[config.mk]
export PLATFORM = sky130hd
export DESIGN_NAME = hid_key_decoder
export DESIGN_NICKNAME = d
export VERILOG_FILES = /design/src/rtl/hid_key_decoder.sv
export SDC_FILE = /design/constraint.sdc
export NUM_CORES = 1
export LEC_CHECK = 0
export ABC_AREA = 1
export BUFFER_PORTS_ARGS = -buffer_cell sky130_fd_sc_hd__buf_2
export CORE_ASPECT_RATIO = 1.5
export CORE_UTILIZATION = 35
export DETAILED_ROUTE_END_ITERATION = 7
export PLACE_DENSITY = 0.48
export SYNTH_ARGS = -nofsm -noshare
export SYNTH_HDL_FRONTEND = slang
export SYNTH_SLANG_ARGS = --single-unit
[constraint.sdc]
create_clock -name clk -period 6.1 [get_ports clk]
set_clock_uncertainty 0.05 [all_clocks]
set_input_delay 0.915 -clock clk [delete_from_list [all_inputs] [get_ports clk]]
set_output_delay 0.915 -clock clk [all_outputs]
set_load 0.02 [all_outputs]
[src/rtl/hid_key_decoder.sv]
// Keyboard-report to key-press event decoder with an ASCII translator and a FWFT event FIFO.
// Optional typematic auto-repeat is enabled by defining HID_KEY_DECODER_TYPEMATIC_EN.
//
//   state  | meaning
//   IDLE   | waiting for a report strobe
//   SCAN   | evaluating snapshot slot slot_q, pushing a press event if it is new
//   COMMIT | previous-key set takes the snapshot (skipped for rollover reports)
module hid_key_decoder #(
   parameter int FIFO_DEPTH   = 8,
   parameter int REPEAT_DELAY = 6000000,
   parameter int REPEAT_RATE  = 1200000
) (
   input  logic                          clk,
   input  logic                          resetn,
   input  logic [1:0]                    usb_type,
   input  logic                          usb_report,
   input  logic [7:0]                    key_modifiers,
   input  logic [7:0]                    key1,
   input  logic [7:0]                    key2,
   input  logic [7:0]                    key3,
   input  logic [7:0]                    key4,
   output logic                          out_valid,
   input  logic                          out_ready,
   output logic [7:0]                    out_code,
   output logic [7:0]                    out_ascii,
   output logic                          overflow,
   output logic [$clog2(FIFO_DEPTH):0]   fifo_count
);
   localparam int AW = $clog2(FIFO_DEPTH);

   typedef enum logic [1:0] {IDLE, SCAN, COMMIT} state_t;

   state_t          state_q, state_d;
   logic [3:0][7:0] snap_q, snap_d, prev_q, prev_d, keys_in;
   logic [1:0]      slot_q, slot_d;
   logic            shift_q, shift_d, ctrl_q, ctrl_d, discard_q, discard_d;
   logic            rollover_in, kbd_rpt, scan_push, rpt_push, push_req;
   logic [7:0]      code, rpt_code, push_code;
   logic            unused_mod;

   assign keys_in    = {key4, key3, key2, key1};
   assign kbd_rpt    = usb_report && (usb_type == 2'd1);
   assign unused_mod = ^{key_modifiers[7:6], key_modifiers[3:2]};

   function automatic logic [7:0] to_ascii(input logic [7:0] c, input logic sh, input logic ct);
      logic [7:0] a;
      a = 8'h00;
      if (c >= 8'h04 && c <= 8'h1D) begin
         a = (sh ? 8'h41 : 8'h61) + (c - 8'h04);
         if (ct) a = a & 8'h1F;
      end else begin
         case (c)
            8'h1E: a = sh ? 8'h21 : 8'h31;
            8'h1F: a = sh ? 8'h40 : 8'h32;
            8'h20: a = sh ? 8'h23 : 8'h33;
            8'h21: a = sh ? 8'h24 : 8'h34;
            8'h22: a = sh ? 8'h25 : 8'h35;
            8'h23: a = sh ? 8'h5E : 8'h36;
            8'h24: a = sh ? 8'h26 : 8'h37;
            8'h25: a = sh ? 8'h2A : 8'h38;
            8'h26: a = sh ? 8'h28 : 8'h39;
            8'h27: a = sh ? 8'h29 : 8'h30;
            8'h28: a = 8'h0D;
            8'h29: a = 8'h1B;
            8'h2A: a = 8'h08;
            8'h2B: a = 8'h09;
            8'h2C: a = 8'h20;
            8'h2D: a = sh ? 8'h5F : 8'h2D;
            8'h2E: a = sh ? 8'h2B : 8'h3D;
            8'h2F: a = sh ? 8'h7B : 8'h5B;
            8'h30: a = sh ? 8'h7D : 8'h5D;
            8'h31: a = sh ? 8'h7C : 8'h5C;
            8'h33: a = sh ? 8'h3A : 8'h3B;
            8'h34: a = sh ? 8'h22 : 8'h27;
            8'h35: a = sh ? 8'h7E : 8'h60;
            8'h36: a = sh ? 8'h3C : 8'h2C;
            8'h37: a = sh ? 8'h3E : 8'h2E;
            8'h38: a = sh ? 8'h3F : 8'h2F;
            default: a = 8'h00;
         endcase
      end
      return a;
   endfunction

   always_comb begin
      rollover_in = 1'b0;
      for (int i = 0; i < 4; i++)
         if (keys_in[i] >= 8'h01 && keys_in[i] <= 8'h03) rollover_in = 1'b1;
   end

   // A slot is a press if it is a real key, absent last time, and not a repeat within this snapshot.
   always_comb begin
      code      = snap_q[slot_q];
      scan_push = (state_q == SCAN) && (code >= 8'h04);
      for (int j = 0; j < 4; j++) begin
         if (prev_q[j] == code) scan_push = 1'b0;
         if (j < int'(slot_q) && snap_q[j] == code) scan_push = 1'b0;
      end
   end

   always_comb begin
      state_d   = state_q;
      snap_d    = snap_q;
      prev_d    = prev_q;
      slot_d    = slot_q;
      shift_d   = shift_q;
      ctrl_d    = ctrl_q;
      discard_d = discard_q;
      case (state_q)
         IDLE: begin
            if (kbd_rpt) begin
               snap_d    = keys_in;
               shift_d   = key_modifiers[1] | key_modifiers[5];
               ctrl_d    = key_modifiers[0] | key_modifiers[4];
               slot_d    = 2'd0;
               discard_d = rollover_in;
               state_d   = rollover_in ? COMMIT : SCAN;
            end else if (usb_report) begin
               prev_d = '0;
            end
         end
         SCAN: begin
            slot_d = slot_q + 2'd1;
            if (slot_q == 2'd3) state_d = COMMIT;
         end
         COMMIT: begin
            if (!discard_q) prev_d = snap_q;
            state_d = IDLE;
         end
         default: state_d = IDLE;
      endcase
   end

   always_ff @(posedge clk or negedge resetn) begin
      if (!resetn) begin
         state_q   <= IDLE;
         snap_q    <= '0;
         prev_q    <= '0;
         slot_q    <= 2'd0;
         shift_q   <= 1'b0;
         ctrl_q    <= 1'b0;
         discard_q <= 1'b0;
      end else begin
         state_q   <= state_d;
         snap_q    <= snap_d;
         prev_q    <= prev_d;
         slot_q    <= slot_d;
         shift_q   <= shift_d;
         ctrl_q    <= ctrl_d;
         discard_q <= discard_d;
      end
   end

`ifdef HID_KEY_DECODER_TYPEMATIC_EN
   logic        rpt_arm_q, rpt_arm_d, rpt_pend_q, rpt_pend_d, key_seen, rpt_due, rpt_kill;
   logic [7:0]  rpt_key_q, rpt_key_d, rpt_pcode_q, rpt_pcode_d;
   logic [31:0] rpt_cnt_q, rpt_cnt_d;

   always_comb begin
      key_seen = 1'b0;
      for (int i = 0; i < 4; i++)
         if (keys_in[i] == rpt_key_q) key_seen = 1'b1;
   end

   assign rpt_kill = (state_q == IDLE) && usb_report && (!kbd_rpt || rollover_in || !key_seen);
   assign rpt_due  = rpt_pend_q || (rpt_arm_q && rpt_cnt_q == 32'd1);
   assign rpt_push = rpt_due && !scan_push && !rpt_kill;
   assign rpt_code = rpt_pend_q ? rpt_pcode_q : rpt_key_q;

   // A repeat that loses arbitration to a scan press is held pending with its own code.
   always_comb begin
      rpt_arm_d   = rpt_arm_q;
      rpt_key_d   = rpt_key_q;
      rpt_cnt_d   = rpt_cnt_q;
      rpt_pend_d  = rpt_due && scan_push && !rpt_kill;
      rpt_pcode_d = rpt_pend_q ? rpt_pcode_q : rpt_key_q;
      if (rpt_kill) begin
         rpt_arm_d = 1'b0;
      end else if (scan_push) begin
         rpt_arm_d = 1'b1;
         rpt_key_d = code;
         rpt_cnt_d = 32'(REPEAT_DELAY);
      end else if (rpt_arm_q) begin
         rpt_cnt_d = (rpt_cnt_q == 32'd1) ? 32'(REPEAT_RATE) : rpt_cnt_q - 32'd1;
      end
   end

   always_ff @(posedge clk or negedge resetn) begin
      if (!resetn) begin
         rpt_arm_q   <= 1'b0;
         rpt_key_q   <= 8'h00;
         rpt_cnt_q   <= '0;
         rpt_pend_q  <= 1'b0;
         rpt_pcode_q <= 8'h00;
      end else begin
         rpt_arm_q   <= rpt_arm_d;
         rpt_key_q   <= rpt_key_d;
         rpt_cnt_q   <= rpt_cnt_d;
         rpt_pend_q  <= rpt_pend_d;
         rpt_pcode_q <= rpt_pcode_d;
      end
   end
`else
   localparam int unused_rpt_cfg = REPEAT_DELAY + REPEAT_RATE;
   assign rpt_push = 1'b0;
   assign rpt_code = 8'h00;
`endif

   assign push_req  = scan_push || rpt_push;
   assign push_code = scan_push ? code : rpt_code;

   logic [7:0]  code_mem  [FIFO_DEPTH];
   logic [7:0]  ascii_mem [FIFO_DEPTH];
   logic [AW-1:0] wr_ptr_q, rd_ptr_q;
   logic [AW:0]   count_q;
   logic          ovf_q, pop, full, accept;

   assign pop    = (count_q != '0) && out_ready;
   assign full   = (count_q == (AW+1)'(FIFO_DEPTH));
   assign accept = push_req && (!full || pop);

   always_ff @(posedge clk) begin
      if (accept) begin
         code_mem[wr_ptr_q]  <= push_code;
         ascii_mem[wr_ptr_q] <= to_ascii(push_code, shift_q, ctrl_q);
      end
   end

   always_ff @(posedge clk or negedge resetn) begin
      if (!resetn) begin
         wr_ptr_q <= '0;
         rd_ptr_q <= '0;
         count_q  <= '0;
         ovf_q    <= 1'b0;
      end else begin
         if (accept) wr_ptr_q <= wr_ptr_q + 1'b1;
         if (pop) rd_ptr_q <= rd_ptr_q + 1'b1;
         if (accept && !pop) count_q <= count_q + 1'b1;
         else if (!accept && pop) count_q <= count_q - 1'b1;
         if (push_req && !accept) ovf_q <= 1'b1;
      end
   end

   assign out_valid  = (count_q != '0);
   assign out_code   = out_valid ? code_mem[rd_ptr_q] : 8'h00;
   assign out_ascii  = out_valid ? ascii_mem[rd_ptr_q] : 8'h00;
   assign overflow   = ovf_q;
   assign fifo_count = count_q;
endmodule

==> results of run 1 <==
[path summary, 6_finish.rpt]
| check | startpoint | endpoint | slack, ps | cells past startpoint |
|---|---|---|---|---|
| max in group asynchronous | resetn | rd_ptr_q[0]$_DFFE_PN0P_ | 4630 | 2 |
| worst min register to register | overflow$_DFFE_PN0P_ | overflow$_DFFE_PN0P_ | 440 | 1 |
| min in group clk | overflow$_DFFE_PN0P_ | overflow$_DFFE_PN0P_ | 440 | 1 |
| worst max register to register | slot_q[0]$_DFFE_PN0P_ | ascii_mem[4][6]$_DFFE_PP_ | 1140 | 25 |
| worst min-delay path | resetn | snap_q[20]$_DFFE_PN0P_ | 280 | 1 |
| worst max-delay path | slot_q[0]$_DFFE_PN0P_ | ascii_mem[4][6]$_DFFE_PP_ | 1140 | 25 |
[logic make-up after synthesis]
| kind of cell | after synthesis |
|---|---|
| adder cells (fa/ha/maj) | 20 |
| flip-flops | 210 |
| AND/OR/NAND/NOR | 640 |
| AO/OA/AOI/OAI | 208 |
| buffers and inverters | 162 |
| multiplexers | 1 |
| XOR/XNOR | 18 |
[flip-flops by register name (all words and copies together) (netlist names)]
register	count
ascii_mem	64
discard_q	1
shift_q	1
prev_q	32
rd_ptr_q	3
snap_q	32
fifo_count	4
wr_ptr_q	3
state_q	2
ctrl_q	1
slot_q	2
code_mem	64
overflow	1
[final cells by class]
class / count / area [sq um]
inverter: 115 / 444
fill: 3195 / 18500
timing repair buffer: 89 / 513
sequential: 210 / 5900
tap: 405 / 507
clock buffer: 28 / 594
clock inverter: 11 / 129
multi-input combinational: 887 / 4540
[report_power, final]
group | leakage [nW] | switching, mW | internal (mW)
clock | 0.354 | 0.551 | 0.814
sequential | 2.25 | 0.242 | 2.02
combinational | 2.83 | 2.63 | 1.13
[cells in the final DEF, fill, tap and decap left out, drive strengths merged]
master / instances
dfrtp: 82
nor2: 195
inv: 112
nand4: 15
o21ai: 127
clkbuf: 28
o221ai: 1
a21oi: 12
nor2b: 1
edfxtp: 128
and2: 2
fa: 1
o31ai: 1
or4: 1
nor4: 4
o211ai: 2
xnor2: 4
a21o: 2
o22ai: 39
buf: 89
nand3: 101
or2: 2
mux2: 1
nand3b: 14
xor2: 14
a2111oi: 4
o2111ai: 3
a31oi: 16
nor3: 5
clkinv: 11
ha: 19
bufinv: 3
a211oi: 1
nand2: 300
[critical path, delay by kind of cell (launching register included)]
family          cells  cell delay (ps)
flops               1              600
buf+inv             6             1020
simple gates       17             2310
compound gates      1              330
fa+ha+maj           1              320
[through the flow]
| step | utilization, % | setup slack (ps) | total power, mW | hold WS [ps] | cells |
|---|---|---|---|---|---|
| finish | 40.5 | 1140 | 7.39 | 284 | 1745 |
| global route | 40.5 | 706 | 7.99 | 304 | 1745 |
| CTS | 40.5 | 1160 | 7.49 | 286 | 1745 |
| detailed placement | 38.2 | 1200 | 6.11 | 427 | 1706 |
| global placement | 38.2 | 1220 | 6.08 | 423 | 1706 |
| floorplan | - | 2280 | 4.91 | 403 | 1259 |
[routing by layer]
| metal | wire (um) | part of all wire (%) | track usage, % | up-vias |
|---|---|---|---|---|
| met5 | 0 | 0 | 0 | - |
| met4 | 742 | 2.4 | 6.36 | 0 |
| met3 | 894 | 2.9 | 1.95 | 50 |
| met2 | 17100 | 55 | 39.3 | 167 |
| met1 | 12400 | 40 | 21.9 | 4244 |
| li1 | - | - | - | 4405 |
==> summary.txt, run 1 <==
Logic synthesis
  • Synth warn: 0
  • Cell count after synthesis: 1259
  • Syn nets: 1325
  • Yosys top cell area share: 34.7%
  • Dominant synthesized flop cell: edfxtp_1
  • Simple-Gate Fraction of Synth Area: 26.5%
  • Xor-xnor portion of the synthesized cell area: 1.42%
  • Main combinational cell family by area after synthesis: simple AND/OR/NAND/NOR gates
  • Yosys reg bits: 210
  • Multiplexer share of the synthesized area: 0.102%
  • Most common cell in the synthesized netlist: nand2_1
  • Main area contributors after synthesis: edfxtp_1 (35%), dfrtp_1 (19%), nand2_1 (9.6%), nor2_1 (6.1%), o21ai_0 (5.5%)
  • Synth Area per Inst: 8.80 sq um
  • Synth area leader: edfxtp_1
  • Synth Area in Adders: 2.33%
  • Sequential element share of the synthesized area: 53.2%
  • Netlist cell types: 50
  • Complex-gate fraction of the synthesized area: 10.5%
  • Top post-synthesis cells by count: nand2_1 (283), nor2_1 (181), edfxtp_1 (128)
  • FFs w/ async S/R, synth: 39.0%
  • Post-Synthesis Cell Area: 11100 sq um
  • Post-synth EDFFs: 128

Cells and area
  • Final Cell Area: 12600 sq um
  • Fin nets: 1391
  • Area grow syn2layout: 13.9%
  • Layout cell share with drive strength beyond 1: 13.4%
  • Diodes inserted: 0

Clock network
  • Worst-case clock buffer depth: 3
  • Setup bufs post-CTS: 0
  • Hold buffer count at CTS: 0
  • H-tree Lvls: 1
  • Clk_lat worst skew: 520 ps
  • Reg clk slew, reported paths: 60 ps
  • CTS tree: yes
  • CTS root buf: clkbuf_16
  • Clk sink count: 210
  • Cts repair resizes: 0
  • Inserted Clock Buffers: 22

STA
  • Max Fclk: 0.202 GHz
  • Slew Viols, Final: 0
  • Relative slew slack: 27.7%
  • RSZ-0062 raised after global routing: false
  • Worst Tran Pin Value: 1080 ps
  • Final setup fails: 0
  • Tcrit/Tclk final: 81.3%
  • Fin crit period: 4960 ps
  • Setup_tns: 0 ps
  • Final hold vios: 0

Worst hold path
  • Worst min path class: in2async

Routing
  • First drt pass iteration count: 5
  • Vias: 8866
  • Post-Route WL: 31.1 mm
  • DRC: 0
  • Drt via density: 5.08
  • DRT antenna net count: 0
  • Per-cell routed wire length: 17.8 um
  • DR iter-0 viols: 498

Worst setup path
  • CP endpoint kind: flip-flop
  • Critical path arrival: 5100 ps
  • Slowest-stage cell, CP: dfrtp_1
  • CP required: 6240 ps
  • Most common cell on crit path: nor2_1
  • Crit-path max FO: 17
  • CP Launch Type: flip-flop
  • Crit-path max cell delay: 600 ps
  • Crit Path Category: reg2reg

Pwr
  • Worst VDD drop: 276 uV
  • Leakage: 5.44 nW
  • PD cells: 586 nW/um^2

Placement
  • Port buffer count: 63
  • Placed inst area: 11900 sq um
  • Dpl hpwl: 21.7 mm
  • RD Place Congestion: 0.874

Floorplan
  • Die area: 32400 sq um
  • I/O pins: 68
  • Die Ht: 220 um
  • Core Region: 31100 sq um
  • Row count: 79
  • Die width: 147 um
  • Initial Util: 35.6%

Job
  • Max Cap Viol: 0

GRT
  • Gr ovfl total: 0
  • Largest net degree at the start of global routing: 67
  • Total Routing Usage GR: 19.9%
  • Vias in the first global route: 8893
  • Initial antenna violation count: 0
  • First-pass GRT wire length: 49.2 mm

Outcome
  • Status: completed
Note: power is estimated with default switching activity, not from simulation.
==> run 2: changes to the inputs <==
PLACE_DENSITY = 0.5   (was 0.48)
clock period = 4.4 ns   (was 6.1 ns; I/O delays follow)
==> run 2 against run 1 <==
  * Wire length down 0.79%
  * Critical path depth is 3 lower
  * Flip-flop and latch count is the same
  * Worst hold slack worse by 99 ps
  * Clock-buffer cell count rose by 3
  * Clock power up 34%
  * Non-clock buffer count up 28
==> summary.txt, run 2 (synthesis gave the netlist of run 1 again) <==
Outcome
  • Status: completed

STA
  • RSZ-0062 raised after global routing: false
  • Hold slack final: 185 ps (-99.3 ps)
  • Slew Viols, Final: 0 (unchanged)
  • Max Fclk: 0.250 GHz (+24%)
  • Relative slew slack: 40.2% (+12 points)
  • Tcrit/Tclk final: 91.0% (+9.6 points)
  • Fin crit period: 4000 ps (-958 ps)
  • Final setup fails: 0 (unchanged)
  • Setup_tns: 0 ps (unchanged)
  • Final hold vios: 0 (unchanged)
  • Worst Tran Pin Value: 898 ps (-183 ps)

Pwr
  • Leakage: 5.58 nW (+2.6%)
  • Worst VDD drop: 329 uV (+19%)
  • Power after layout: 10.5 mW (+41%)
  • PD cells: 815 nW/um^2 (+39%)

Routing
  • DRT antenna net count: 0 (unchanged)
  • Post-Route WL: 30.8 mm (-0.79%)
  • First drt pass iteration count: 5 (unchanged)
  • Per-cell routed wire length: 17.4 um (-2.4%)
  • Drt via density: 5.05 (-0.65%)
  • DR iter-0 viols: 469 (-5.8%)
  • Vias: 8950 (+0.95%)
  • DRC: 0 (unchanged)

Worst setup path
  • Reg2Reg Setup Slack: 400 ps (-740 ps)
  • Reg2reg path depth: 22 (-12%)
  • CP required: 4540 ps (-1700 ps)
  • Crit path to: ascii_mem[0][5]$_DFFE_PP_
  • Crit-path max FO: 10 (-7)
  • Crit path launch: slot_q[1]$_DFFE_PN0P_
  • Critical path arrival: 4140 ps (-960 ps)
  • Reg2reg end: ascii_mem[0][5]$_DFFE_PP_
  • Crit Path Category: reg2reg
  • Reg-to-Reg Start: slot_q[1]$_DFFE_PN0P_
  • CP endpoint kind: flip-flop
  • CP Launch Type: flip-flop

Clock network
  • CTS root buf: clkbuf_16
  • Reg clk slew, reported paths: 60 ps (about the same)
  • Clk sink count: 210 (unchanged)
  • Worst-case clock buffer depth: 3 (unchanged)
  • CTS tree: yes
  • Hold buffer count at CTS: 0 (unchanged)
  • H-tree Lvls: 1 (unchanged)
  • Inserted Clock Buffers: 22 (unchanged)
  • Clk_lat worst skew: 510 ps (about the same)

Cells and area
  • Core Util, Final: 41.2% (+0.70 points)
  • Commonest non-fill, non-tap cell in the layout: nand2_1
  • Diodes inserted: 0 (unchanged)
  • Commonest cells after routing, fill and taps aside: nand2_1 (283), nor2_1 (178), edfxtp_1 (128)
  • Top flop regs: ascii_mem x64, code_mem x64
  • Final Non-Filler Cells: 1773 (+1.6%)
  • Layout cell share with drive strength beyond 1: 15.5% (+2.1 points)
  • Area grow syn2layout: 15.8%
  • Fin nets: 1419 (+2.0%)

GRT
  • Total Routing Usage GR: 19.4% (-0.51 points)
  • Largest net degree at the start of global routing: 67 (unchanged)
  • Initial antenna violation count: 0 (unchanged)
  • Vias in the first global route: 8782 (-1.2%)
  • Gr ovfl total: 0 (unchanged)
  • First-pass GRT wire length: 48.0 mm (-2.5%)

Floorplan
  • Die area: 32400 sq um (unchanged)
  • Initial Util: 35.6% (unchanged)
  • Die width: 147 um (unchanged)
  • Row count: 79 (unchanged)
  • Core Region: 31100 sq um (unchanged)
  • Die Ht: 220 um (unchanged)
  • I/O pins: 68 (unchanged)

Placement
  • RD Place Congestion: 0.852 (-2.5%)
  • Port buffer count: 63 (unchanged)
  • Dpl hpwl: 21.7 mm (+0.10%)
  • Placed cells: 1734 (+1.6%)

Worst hold path
  • Worst min path class: in2async

Job
  • Max Cap Viol: 0 (unchanged)
## run 2: worst min-delay path by stage
stage,start,end,slack [ps],cells past startpoint
2_1_floorplan,resetn,ctrl_q$_DFFE_PN0P_,310,0
3_3_place_gp,discard_q$_DFFE_PN0P_,discard_q$_DFFE_PN0P_,420,2
3_5_place_dp,discard_q$_DFFE_PN0P_,discard_q$_DFFE_PN0P_,430,2
4_1_cts,resetn,snap_q[20]$_DFFE_PN0P_,250,1
5_1_grt,resetn,snap_q[28]$_DFFE_PN0P_,290,1
6_report,resetn,snap_q[28]$_DFFE_PN0P_,180,1
## run 2: area by class of cell
cell class                      count  area, sq um
Clock inverter                      8         63.8
Multi-Input combinational cell    887         4540
Tap cell                          405          507
Clock buffer                       31          661
Inverter                          115          444
Sequential cell                   210         5900
Timing Repair Buffer              117          723
Fill cell                        3125        18300
## run 2: power breakdown
part	leakage (nW)	switching, mW	internal [mW]
sequential	2.25	0.352	2.80
combinational	2.97	3.70	1.77
clock	0.358	0.741	1.10
## run 2: critical path, cell delays in order (launching register included)
cell and delay [ps]:
dfrtp_1 490, inv_4 230, nand3_1 190, nand2_4 210
inv_4 90, nand2_1 70, nand3_1 90, nor2_1 270
nand2_1 80, nand2_1 130, nor2_4 50, nand3_4 100
buf_4 200, nor2_1 80, ha_1 340, nand2_1 150
nor2_2 60, o21ai_1 260, nand3_1 100, nor2_1 100
nand2_1 90, nand2_1 60, nand2_1 180
## run 2: repair_timing
item | CTS | global route
buffers inserted | 0 | 0
setup endpoints to repair | 0 | 56
resized for setup | 0 | 3
## run 2: metrics by stage
| stage | instance area (sq um) | worst slack (ps) |
|---|---|---|
| 3_3_place_gp | 12100 | 245 |
| 3_5_place_dp | 12100 | 212 |
| 5_1_grt | 12800 | 99.9 |
| 2_1_floorplan | 11100 | 576 |
| 4_1_cts | 12800 | 194 |
| 6_report | 12800 | 397 |
## run 2: metal layers
metal / track usage, % / wire (um)
met1: 21.1 / 11900
met2: 37.6 / 16700
met3: 1.88 / 1000
met4: 8.28 / 1150
met5: 0 / 0
